==> src/rtl/signed_add_arbiter_if.sv <==
// Handshake bundle between two operand requesters, the shared adder and the result consumer.
// The master drives requests and consumes results; the slave is the arbiter itself.
interface signed_add_arbiter_if #(
  parameter int W     = 4,
  parameter int CNT_W = 8
);
  logic             req0_valid;
  logic             req0_ready;
  logic [W-1:0]     req0_a;
  logic [W-1:0]     req0_b;

  logic             req1_valid;
  logic             req1_ready;
  logic [W-1:0]     req1_a;
  logic [W-1:0]     req1_b;

  logic             res_valid;
  logic             res_ready;
  logic [W-1:0]     res_sum;
  logic             res_overflow;
  logic             res_id;
  logic [CNT_W-1:0] ovf_count;

  modport master (
    output req0_valid, req0_a, req0_b,
    input  req0_ready,
    output req1_valid, req1_a, req1_b,
    input  req1_ready,
    input  res_valid, res_sum, res_overflow, res_id, ovf_count,
    output res_ready
  );

  modport slave (
    input  req0_valid, req0_a, req0_b,
    output req0_ready,
    input  req1_valid, req1_a, req1_b,
    output req1_ready,
    output res_valid, res_sum, res_overflow, res_id, ovf_count,
    input  res_ready
  );
endinterface

==> src/rtl/signed_add_arbiter.sv <==
// One W-bit two's-complement adder shared round-robin between two requesters,
// with a single-entry result register and a saturating overflow event counter.
module signed_add_arbiter #(
  parameter int W     = 4,
  parameter int CNT_W = 8
) (
  input  logic                 clk,
  input  logic                 rst_n,
  signed_add_arbiter_if.slave  bus
);

  typedef enum logic {EMPTY = 1'b0, FULL = 1'b1} state_t;

  localparam logic [CNT_W-1:0] CNT_MAX = '1;

  state_t           state;
  logic             prio;
  logic [W-1:0]     sum_q;
  logic             ovf_q;
  logic             id_q;
  logic [CNT_W-1:0] cnt_q;

  logic             slot_free;
  logic             grant;
  logic             accept;
  logic [W-1:0]     a_sel;
  logic [W-1:0]     b_sel;
  logic [W-1:0]     sum;
  logic             overflow;

  // prio names the requester that wins the next tie
  always_comb begin
    slot_free = (state == EMPTY) || bus.res_ready;
    grant     = 1'b0;
    if (bus.req0_valid && bus.req1_valid)
      grant = prio;
    else if (bus.req1_valid)
      grant = 1'b1;
    a_sel    = grant ? bus.req1_a : bus.req0_a;
    b_sel    = grant ? bus.req1_b : bus.req0_b;
    sum      = a_sel + b_sel;
    overflow = (a_sel[W-1] == b_sel[W-1]) && (sum[W-1] != a_sel[W-1]);
  end

  // Readies are gated by rst_n so nothing is offered while reset is held
  assign bus.req0_ready = rst_n && slot_free && !grant;
  assign bus.req1_ready = rst_n && slot_free &&  grant;

  assign accept = (bus.req0_valid && bus.req0_ready) ||
                  (bus.req1_valid && bus.req1_ready);

  always_ff @(posedge clk or negedge rst_n) begin
    if (!rst_n) begin
      state <= EMPTY;
      prio  <= 1'b0;
      sum_q <= '0;
      ovf_q <= 1'b0;
      id_q  <= 1'b0;
      cnt_q <= '0;
    end else if (accept) begin
      state <= FULL;
      prio  <= ~grant;
      sum_q <= sum;
      ovf_q <= overflow;
      id_q  <= grant;
      if (overflow && (cnt_q != CNT_MAX))
        cnt_q <= cnt_q + CNT_W'(1);
    end else if (bus.res_ready) begin
      state <= EMPTY;
    end
  end

  assign bus.res_valid    = (state == FULL);
  assign bus.res_sum      = sum_q;
  assign bus.res_overflow = ovf_q;
  assign bus.res_id       = id_q;
  assign bus.ovf_count    = cnt_q;

endmodule

==> src/flat_wrapper.sv <==
// flat-port wrapper written by rule: the top's interface ports become plain ports
module signed_add_arbiter_flat 
#(
  parameter int W     = 4,
  parameter int CNT_W = 8
)
  (clk, rst_n, bus_req0_valid, bus_req0_a, bus_req0_b, bus_req0_ready, bus_req1_valid, bus_req1_a, bus_req1_b, bus_req1_ready, bus_res_valid, bus_res_sum, bus_res_overflow, bus_res_id, bus_ovf_count, bus_res_ready);
  signed_add_arbiter_if #(.W(W), .CNT_W(CNT_W)) bus_i ();
  input  logic clk;
  input  logic rst_n;
  input wire logic [$bits(bus_i.req0_valid)-1:0] bus_req0_valid;
  input wire logic [$bits(bus_i.req0_a)-1:0] bus_req0_a;
  input wire logic [$bits(bus_i.req0_b)-1:0] bus_req0_b;
  output wire logic [$bits(bus_i.req0_ready)-1:0] bus_req0_ready;
  input wire logic [$bits(bus_i.req1_valid)-1:0] bus_req1_valid;
  input wire logic [$bits(bus_i.req1_a)-1:0] bus_req1_a;
  input wire logic [$bits(bus_i.req1_b)-1:0] bus_req1_b;
  output wire logic [$bits(bus_i.req1_ready)-1:0] bus_req1_ready;
  output wire logic [$bits(bus_i.res_valid)-1:0] bus_res_valid;
  output wire logic [$bits(bus_i.res_sum)-1:0] bus_res_sum;
  output wire logic [$bits(bus_i.res_overflow)-1:0] bus_res_overflow;
  output wire logic [$bits(bus_i.res_id)-1:0] bus_res_id;
  output wire logic [$bits(bus_i.ovf_count)-1:0] bus_ovf_count;
  input wire logic [$bits(bus_i.res_ready)-1:0] bus_res_ready;
  assign bus_i.req0_valid = bus_req0_valid;
  assign bus_i.req0_a = bus_req0_a;
  assign bus_i.req0_b = bus_req0_b;
  assign bus_req0_ready = bus_i.req0_ready;
  assign bus_i.req1_valid = bus_req1_valid;
  assign bus_i.req1_a = bus_req1_a;
  assign bus_i.req1_b = bus_req1_b;
  assign bus_req1_ready = bus_i.req1_ready;
  assign bus_res_valid = bus_i.res_valid;
  assign bus_res_sum = bus_i.res_sum;
  assign bus_res_overflow = bus_i.res_overflow;
  assign bus_res_id = bus_i.res_id;
  assign bus_ovf_count = bus_i.ovf_count;
  assign bus_i.res_ready = bus_res_ready;
  signed_add_arbiter #(.W(W), .CNT_W(CNT_W)) u_core (.clk(clk), .rst_n(rst_n), .bus(bus_i));
endmodule
==> config.mk <==
export PLATFORM = sky130hd
export DESIGN_NAME = signed_add_arbiter_flat
export DESIGN_NICKNAME = d
export VERILOG_FILES = /design/src/rtl/signed_add_arbiter_if.sv /design/src/rtl/signed_add_arbiter.sv /design/src/flat_wrapper.sv
export SDC_FILE = /design/constraint.sdc
export NUM_CORES = 1
export LEC_CHECK = 0
export ABC_AREA = 1
export BUFFER_PORTS_ARGS = -buffer_cell sky130_fd_sc_hd__buf_2
export CAP_MARGIN = 20
export CORE_ASPECT_RATIO = 0.7
export CORE_UTILIZATION = 53
export DETAILED_ROUTE_END_ITERATION = 12
export GPL_TIMING_DRIVEN = 0
export PLACE_DENSITY = 0.83
export SYNTH_ARGS = -nofsm -noshare
export SYNTH_HDL_FRONTEND = slang
export SYNTH_SLANG_ARGS = --single-unit
==> constraint.sdc <==
create_clock -name clk -period 5.85 [get_ports clk]
set_clock_uncertainty 0.2 [all_clocks]
set_input_delay 1.17 -clock clk [delete_from_list [all_inputs] [get_ports clk]]
set_output_delay 1.17 -clock clk [all_outputs]
set_load 0.03 [all_outputs]
==> summary.md, run 1 <==
| Metric | Value |
|---|---|
| Status | finished, violations left |
| Violated checks | design-rule violations |
| Power Internal | 0.000248 W |
| Core area | slightly below 2000 sq um |
| Synth Cell Area | approximately 1200 sq um |
| M2 GR Usage | around 41% |
| Row count | 13 |
| WL/cell | 11.0 microns |
| Period utilization | 60.2% |
| Hold Buf Count CTS | 0 |
| Starting DRT DRC Count | 58 |
| Largest net degree at the start of global routing | 18 |
| Worst skew pair latency | 290 ps |
| Most common cell after layout, fill and taps aside | nand2_1 |
| Num ports | 38 |
| Share of layout cells above drive strength 1 | 31.5% |
| CTS root buf | clkbuf_4 |
| Syn Area/Cell | just over 8 sq um |
| Critical Path End Type | output port |
| RSZ-0062 raised after global routing | false |
| Starting density of the core | 59.1% |
| CTS tree | done |
| Tmin final | ~3500 ps |
| Post-CTS Resized | 0 |
| First-pass GRT wire length | around 3800 microns |
| Routed Antenna Nets | 0 |
| Placed cell area | 1370 sq um |
| Final wirelength | ~2300 microns |
| Postcts setup bufs | 0 |
| Critical path launch point type | primary input |
| M1 GR Usage | between 20% and 30% |
| H-Tree Depth | 1 |
| Max Cap Viol | 0 |
| Initial antenna violation count | 0 |
| Most frequent cells in the layout | nand2_1, buf_2, inv_1 |
| Pwr/cell area | between 300 and 400 nW/um^2 |
| Seq/Total Area, Yosys | between 30% and 40% |
| Sequential share of power | a little over a third |
| Final setup vio count | 0 |
| Die H | 41.0 microns |
| Slew Viols, Final | 0 |
| Finished Layout Cells | a little over 200 |
| GP Congestion | between 0.7 and 0.8 |
| Switch share | 45.2% |
| Final HPWL DP | between 1500 and 2000 microns |
| Fmax | around 280 MHz |
| Number of CTS-inserted buffers | 3 |
| Setup TNS | 0 ps |
| Worst Path Required | around 4500 ps |
| Worst-path clk slew | 90 ps |
| #FFs+latches synth | 16 |
| Post-route DRC | 3 |
| 1st-pass router iterations | 8 |
| Pleak | slightly above 0.8 nW |
| Critical path class | in2out |
| Worst min path class | reg2reg |
| Worst-Margin Slew | ~380 ps |
| Vias after detailed routing | just over 1000 |
| Area Overhead vs Synth | 21.6% |
| Dpl cells | around 200 |
| Worst path arrival time | around 2200 ps |
| Sink Count | 16 |
| Number of global-route vias before repair | 893 |
| Final non-filler cell area | 1400 sq um |
| Vias/cell | 5.02 |
| Combinational share of power | 47.8% |
| Die Area | about 2400 sq um |
| Peak supply drop | approximately 0.00017 V |
| Layout net count | between 200 and 250 |
| Chip width | slightly below 60 microns |
| Post-synth net total | 169 |
| Post-synthesis cell type count | 21 |
| NetSw | between 0.0002 and 0.00025 W |
| # diodes | 0 |
| Met3 Track Usage GR | under 10% |
| GR peak layer | met2 |
| Final hold vios | 0 |
| Clock Power Share | between 10% and 20% |
| Yosys warning count | 0 |
| Longest Clk Path Bufs | 2 |
| Total Routing Usage GR | 22.4% |
| Crit Path Max Fanout | 17 |
| Mapped Cells | approximately 140 |
| Slew headroom | about three quarters |
| Buffers on Ports | 37 |
| Gr ovfl total | 0 |
==> cell type report <==
class | instances | area [sq um]
Buffer | 1 | 20.0
Clock buffer | 4 | 36.3
Fill cell | 157 | 549
Inverter | 19 | 76.3
Multi-Input combinational cell | 107 | 657
Sequential cell | 16 | 400
Tap cell | 22 | 27.5
Timing Repair Buffer | 37 | 185
==> metal layers <==
metal / vias up / routed length [microns] / share of wire (%)
met3: 3 / 155 / 6.9
met2: 30 / 1080 / 48
li1: 536 / - / -
met5: - / 0 / 0
met1: 465 / 1010 / 45
met4: 0 / 11 / 0.49
==> cell usage after synthesis, drive strengths merged <==
| master | instances | share of area, % |
|---|---|---|
| xnor2 | 1 | 0.76 |
| a21oi | 1 | 1.4 |
| ha | 4 | 4.3 |
| dfrtp | 16 | 35 |
| nor2 | 7 | 2.3 |
| buf | 1 | 1.7 |
| xor2 | 6 | 4.6 |
| inv | 19 | 6.6 |
| o21a | 1 | 0.65 |
| nand3 | 8 | 4.3 |
| o21ai | 7 | 4.0 |
| nand4 | 9 | 6.2 |
| fa | 1 | 1.7 |
| nand2 | 62 | 27 |
==> cells by family after synthesis <==
logic type | synth area share, %
XOR/XNOR | 5.31
adder cells (fa/ha/maj) | 6.07
flip-flops | 34.7
AND/OR/NAND/NOR | 39.5
buffers and inverters | 8.35
AO/OA/AOI/OAI | 6.07
==> through the flow <==
step / power [W] / setup slack [ps] / hold WS [ps] / util (%)
detailed placement: 0.000384 / 2310 / 264 / 70.0
global placement: 0.000376 / 2340 / 253 / 70.0
global route: 0.000486 / 2200 / 315 / 71.9
floorplan: 0.000323 / 2660 / 315 / -
finish: 0.000452 / 2330 / 281 / 71.9
CTS: 0.000457 / 2320 / 288 / 71.9
==> worst max-delay path, stage by stage <==
cell and delay (ps):
buf_2 320, o21a_1 290, nand2_1 100, inv_1 70, buf_2 190
==> registers in the layout (all words and copies together) (netlist names) <==
name / count
u_core.bus.res_overflow: 1
u_core.bus.res_valid: 1
u_core.prio: 1
u_core.bus.res_id: 1
u_core.bus.ovf_count: 8
u_core.bus.res_sum: 4
==> worst paths after layout <==
check,from,endpoint,slack [ps],cells past startpoint
worst max-delay path,rst_n,bus_req1_ready,2330,5
worst min-delay path,u_core.bus.res_id,u_core.bus.res_id,280,2
worst max register to register,u_core.prio,u_core.bus.ovf_count[5],3470,14
worst min register to register,u_core.bus.res_id,u_core.bus.res_id,280,2
max in group asynchronous,rst_n,u_core.bus.res_sum[0],4600,1
min in group asynchronous,rst_n,u_core.bus.res_id,590,1
==> power groups by stage <==
stage	registers (W)	clock network, W	logic, W
floorplan	0.000219	0	0.000104
global placement	0.000165	0	0.000211
detailed placement	0.000166	0	0.000217
CTS	0.000164	0.0000750	0.000218
global route	0.000168	0.0000799	0.000238
finish	0.000164	0.0000718	0.000216
No activity file was read; power rests on OpenSTA's default activity.
==> run 2, diff against run 1 <==
Settings changed: ABC_AREA 1 to 0, CORE_UTILIZATION 53 to 42, PLACE_DENSITY 0.83 to 0.74.
Clock period 5.85 ns to 3.2 ns, I/O delays scaled along.
==> summary.md, run 2 <==
| Metric | Value |
|---|---|
| Layout net count | ~160 |
| Final non-filler cell area | around 1300 sq um |
| R2r endpoint | u_core.bus.ovf_count[1] |
| Vias after detailed routing | between 700 and 800 |
| Pwr/cell area | slightly above 600 nW/um^2 |
| Number of CTS-inserted buffers | 3 |
| Pleak | about 0.65 nW |
| Worst Setup SP | bus_req0_valid |
| Number of global-route vias before repair | 765 |
| Mapped Cells | 86 |
| Worst path arrival time | approximately 3000 ps |
| CP endpoint | u_core.bus.ovf_count[1] |
| Critical Path, Cell by Cell | buf_4 -> inv_12 -> o21ai_4 -> buf_6 -> mux2_4 -> ha_4 -> nand3_2 -> and2_4 -> or3_4 -> a311oi_4 -> buf_4 -> mux2_4 |
| Longest Clk Path Bufs | 2 |
| Most common cell after layout, fill and taps aside | buf_2 |
| Share of the synthesized area in the top cell type | 42.2% |
| Post-synth net total | around 110 |
| Syn Area/Cell | approximately 11 sq um |
| Sink Count | 16 |
| Area Overhead vs Synth | 36.5% |
| CTS tree | done |
| Row count | 13 |
| Largest net degree at the start of global routing | 19 |
| Critical path launch point type | primary input |
| Final wirelength | between 1500 and 2000 microns |
| Tmin final | 3070 ps |
| 1st-pass router iterations | 4 |
| Placed cell area | approximately 1200 sq um |
| EDFF count, synth | 0 |
| Core area | ~2000 sq um |
| CTS root buf | clkbuf_4 |
| Buf+Inv Stages, Crit Path | 4 |
| Seq. cell area | between 400 and 500 sq um |
| Minimum hold slack | 61.0 ps |
| Critical Path End Type | register |
| Starting DRT DRC Count | 18 |
| Slowest cell on crit path | or3_4 |
| #FFs+latches synth | 16 |
| Worst reg2reg path depth | 10 |
| Post-synthesis cell type count | 32 |
| Max Cap Viol | 0 |
| Chip width | 58.8 microns |
| Number of flip-flops in the largest register | 8 |
| Switch share | roughly 42% |
| Fillers | around 170 |
| Synth Cell Area | 948 sq um |
| Slew Viols, Final | 0 |
| Die Area | roughly 2500 sq um |
| Synth async-reset ratio | between 90% and 100% |
| Peak supply drop | about 0.00039 V |
| Combinational share of power | ~48% |
| Synth area leaders | dfrtp_1, mux2_2, xnor2_1, ha_1, a311oi_4 |
| GP Congestion | 0.758 |
| H-Tree Depth | 1 |
| Total Routing Usage GR | roughly 18% |
| Worst-path clk slew | 90 ps |
| First-pass GRT wire length | about 3300 microns |
| Gr ovfl total | 0 |
| Critical path class | in2reg |
| Slew headroom | just over 70% |
| Crit Path Max Fanout | 6 |
| Num ports | 38 |
| Routed Antenna Nets | 0 |
| Fmax | 325 MHz |
| Final hold vios | 0 |
| Top cells by count, synth | dfrtp_1, mux2_2, xnor2_1 |
| Share of layout cells above drive strength 1 | roughly 50% |
| WL/cell | between 10 and 15 microns |
| Final HPWL DP | between 1500 and 2000 microns |
| Initial antenna violation count | 0 |
| Crit-path leading delay family | multiplexers |
| Worst min path class | in2async |
| Period utilization | roughly 96% |
| CP Depth | 12 |
| Most frequent cells in the layout | buf_2, dfrtp_1, xnor2_1 |
| Power Internal | 0.000452 W |
| RSZ-0062 raised after global routing | false |
| Leading area contributor after synthesis | dfrtp_1 |
| Worst skew pair latency | around 280 ps |
| Clock Power Share | 13.0% |
| Status | finished, final reports clean |
| Seq/Total Area, Yosys | about 42% |
| Die H | 41.8 microns |
| Worst Path Required | between 3000 and 4000 ps |
| Reg-to-reg critical path startpoint | u_core.prio |
| Area of the multi-input gates | roughly 570 sq um |
| Worst path max stage delay | 340 ps |
| Count leader, synth | dfrtp_1 |
| Yosys warning count | 0 |
| NetSw | 0.000330 W |
| # diodes | 0 |
| Buffers on Ports | 37 |
| Vias/cell | slightly below 5 |
| Final setup vio count | 0 |
| Ys flop type | dfrtp_1 |
| Reg2Reg Setup Slack | 190 ps |
| Sequential share of power | 39.2% |
| Worst-Margin Slew | approximately 420 ps |
| Post-route DRC | 0 |
| Starting density of the core | 47.8% |
==> run 2: changes by cell type after synthesis, sizes merged, moves of 3 or more <==
cell / change
and3: +3
nand3: -6
nand2: -55
inv: -15
nand4: -5
nor2: -6
xnor2: +7
mux2: +8
and2: +3
o21ai: -3
xor2: -3
==> run 2: worst min path at each step <==
stage | cells past startpoint | end | slack [ps]
detailed placement | 1 | u_core.bus.res_id | 270
finish | 1 | u_core.bus.ovf_count[7] | 60
global placement | 1 | u_core.bus.res_overflow | 260
global route | 1 | u_core.bus.ovf_count[7] | 80
floorplan | 0 | u_core.bus.ovf_count[0] | 140
CTS | 1 | u_core.bus.ovf_count[7] | 70
==> run 2: repair_timing <==
action	CTS	global route
gates resized for setup	1	0
pin swaps	1	1
hold buffers	0	0
setup buffers	4	1
endpoints found under the setup margin	7	5
==> run 2: cell families (layout without fill, tap and decap cells) <==
kind of cell	Yosys count	in the layout	share of synthesized area, %
AND/OR/NAND/NOR	25	25	15.7
flip-flops	16	16	42.2
AO/OA/AOI/OAI	15	15	12.5
XOR/XNOR	11	11	10.2
multiplexers	8	8	9.50
buffers and inverters	6	51	2.51
adder cells (fa/ha/maj)	5	5	7.39
==> run 2: layout make-up <==
class | instances | share of cell area (%)
plain buffers | 2 | 1.16
inverters | 4 | 2.13
flip-flops and latches | 16 | 30.9
repair buffers | 42 | 17.4
well taps | 30 | 2.90
multi-input cells | 64 | 43.8
clock buffers | 3 | 1.74
==> run 2: power groups by stage <==
stage	clock (W)	sequential, W	combinational (W)
finish	0.000102	0.000307	0.000373
global route	0.000113	0.000316	0.000402
CTS	0.000107	0.000306	0.000374
detailed placement	0	0.000310	0.000365
global placement	0	0.000308	0.000359
floorplan	0	0.000413	0.000157
==> run 2: through the flow <==
| step | std cells | setup TNS, ps | setup slack, ps | utilization (%) | total power [W] |
|---|---|---|---|---|---|
| final | 161 | 0 | 128 | 65.3 | 0.000782 |
| after global routing | 161 | 0 | 14.2 | 65.3 | 0.000831 |
| after CTS | 160 | 0 | 48.4 | 64.9 | 0.000787 |
| after detailed placement | 153 | -3150 | -447 | 62.1 | 0.000675 |
| after global placement | 153 | -3020 | -431 | 62.1 | 0.000667 |
| after floorplan | 86 | -263 | -62.2 | - | 0.000570 |
==> run 2: layer usage <==
metal | global-route usage (%) | up-vias | share of wire (%) | routed length, microns
li1 | - | 398 | - | -
met1 | 22.4 | 371 | 44 | 858
met2 | 29.1 | 28 | 50 | 988
met3 | 6.54 | 0 | 6.2 | 122
met4 | 2.86 | 0 | 0 | 0
met5 | 0 | - | 0 | 0
==> run 3, diff against run 2 <==
Settings changed: GPL_TIMING_DRIVEN 0 to 1, HOLD_SLACK_MARGIN set to 0.08.
==> summary.md, run 3 (synthesis gave the netlist of run 2 again) <==
| Metric | Value |
|---|---|
| H-Tree Depth | 1 |
| Critical Path End Type | register |
| Buffers on Ports | 37 |
| Die H | 41.8 microns |
| Starting density of the core | 47.8% |
| Hold Buf Count CTS | 0 |
| Most frequent cells in the layout | buf_2, dfrtp_1, xnor2_1, buf_4, nand2_1 |
| Slew headroom | between 70% and 80% |
| First-pass GRT wire length | 3480 microns |
| Share of layout cells above drive strength 1 | roughly 51% |
| Initial antenna violation count | 0 |
| Worst-path clk slew | 90 ps |
| Setup TNS | 0 ps |
| Power, Total | 0.000825 W |
| Tmin final | 3030 ps |
| Row count | 13 |
| Final wirelength | approximately 2100 microns |
| Area Overhead vs Synth | 40.0% |
| Pwr/cell area | about 620 nW/um^2 |
| Worst reg2reg path depth | 10 |
| Chip width | 58.8 microns |
| Routed Antenna Nets | 0 |
| GP Congestion | ~0.79 |
| Gr ovfl total | 0 |
| Slew Viols, Final | 0 |
| Worst Setup SP | bus_req0_valid |
| Number of CTS-inserted buffers | 3 |
| Reg-to-reg critical path startpoint | u_core.prio |
| R2r endpoint | u_core.bus.ovf_count[1] |
| Largest net degree at the start of global routing | 17 |
| Num ports | 38 |
| Sink Count | 16 |
| Layout net count | about 160 |
| Fillers | about 180 |
| Status | finished, final reports clean |
| Most common cell after layout, fill and taps aside | buf_2 |
| Peak supply drop | approximately 0.00043 V |
| Critical path launch point type | primary input |
| Fmax | between 300 and 400 MHz |
| Reg2Reg Setup Slack | about 240 ps |
| Total Routing Usage GR | between 10% and 20% |
| Critical path class | in2reg |
| Worst min path class | in2async |
| RSZ-0062 raised after global routing | false |
| Final setup vio count | 0 |
| 1st-pass router iterations | 4 |
| CTS root buf | clkbuf_4 |
| Worst Path Required | 3180 ps |
| Number of global-route vias before repair | between 800 and 900 |
| Pleak | between 0.6 and 0.7 nW |
| Die Area | ~2500 sq um |
| Period utilization | between 90 and 100% |
| Starting DRT DRC Count | 14 |
| Number of flip-flops in the largest register | 8 |
| Vias/cell | 4.95 |
| Vias after detailed routing | 812 |
| Final hold vios | 0 |
| Minimum hold slack | approximately 140 ps |
| WL/cell | 12.7 microns |
| Max Cap Viol | 0 |
| Longest Clk Path Bufs | 2 |
| Core area | ~2000 sq um |
| Worst path arrival time | approximately 3000 ps |
| Worst-Margin Slew | 416 ps |
| Worst skew pair latency | approximately 280 ps |
| Crit Path Max Fanout | 7 |
| Final HPWL DP | ~1700 microns |
| # diodes | 0 |
| Post-route DRC | 0 |
| CTS tree | done |
[run 3: how the worst max path moves through the flow]
stage                              end  slack, ps
2_1_floorplan  u_core.bus.ovf_count[1]        -60
6_report       u_core.bus.ovf_count[1]        170
4_1_cts        u_core.bus.ovf_count[1]         50
5_1_grt        u_core.bus.ovf_count[7]         60
3_3_place_gp   u_core.bus.ovf_count[1]       -200
3_5_place_dp   u_core.bus.ovf_count[1]       -260
[run 3: what timing repair did]
action	CTS	global route
endpoints found under the setup margin	0	5
buffers inserted	0	1
resized for setup	0	2
[run 3: layout make-up]
class | instances | area [sq um] | share of cell area, %
Timing Repair Buffer | 46 | 259 | 19.5
Inverter | 4 | 27.5 | 2.07
Sequential cell | 16 | 400 | 30.2
Multi-Input combinational cell | 64 | 567 | 42.7
Clock buffer | 4 | 36.3 | 2.73
Tap cell | 30 | 37.5 | 2.83
[run 3: worst max-delay path: stages]
cell      delay [ps]
clkbuf_4         160
inv_12            30
o21ai_4          240
buf_4            220
mux2_2           340
ha_1             230
nand3_2           80
and2_4           160
nand3_1          150
a311oi_4         290
buf_6            160
mux2_4           300
[run 3: metrics by stage]
step / instances / worst slack, ps / area (sq um) / utilization, %
final: 164 / 169 / 1330 / 66.9
after global routing: 164 / 59.1 / 1330 / 66.9
after CTS: 163 / 49.5 / 1310 / 66.2
after detailed placement: 159 / -257 / 1280 / 64.4
after global placement: 159 / -201 / 1280 / 64.4
after floorplan: 86 / -62.2 / 1010 / -
[run 3: power breakdown]
group	internal, W	leakage, nW	switching, W
logic	0.000155	0.444	0.000227
clock network	0.0000693	0.0210	0.0000627
registers	0.000258	0.201	0.0000531
total	0.000482	0.666	0.000343
[run 3: routing by layer]
| layer | vias to the layer above | GRT usage (%) | routed length, microns | part of all wire [%] |
|---|---|---|---|---|
| met5 | - | 0 | 0 | 0 |
| met4 | 0 | 5.24 | 19 | 0.91 |
| met3 | 2 | 6.54 | 100 | 4.8 |
| met2 | 24 | 31.6 | 973 | 47 |
| met1 | 385 | 23.0 | 984 | 47 |
| li1 | 401 | - | - | - |
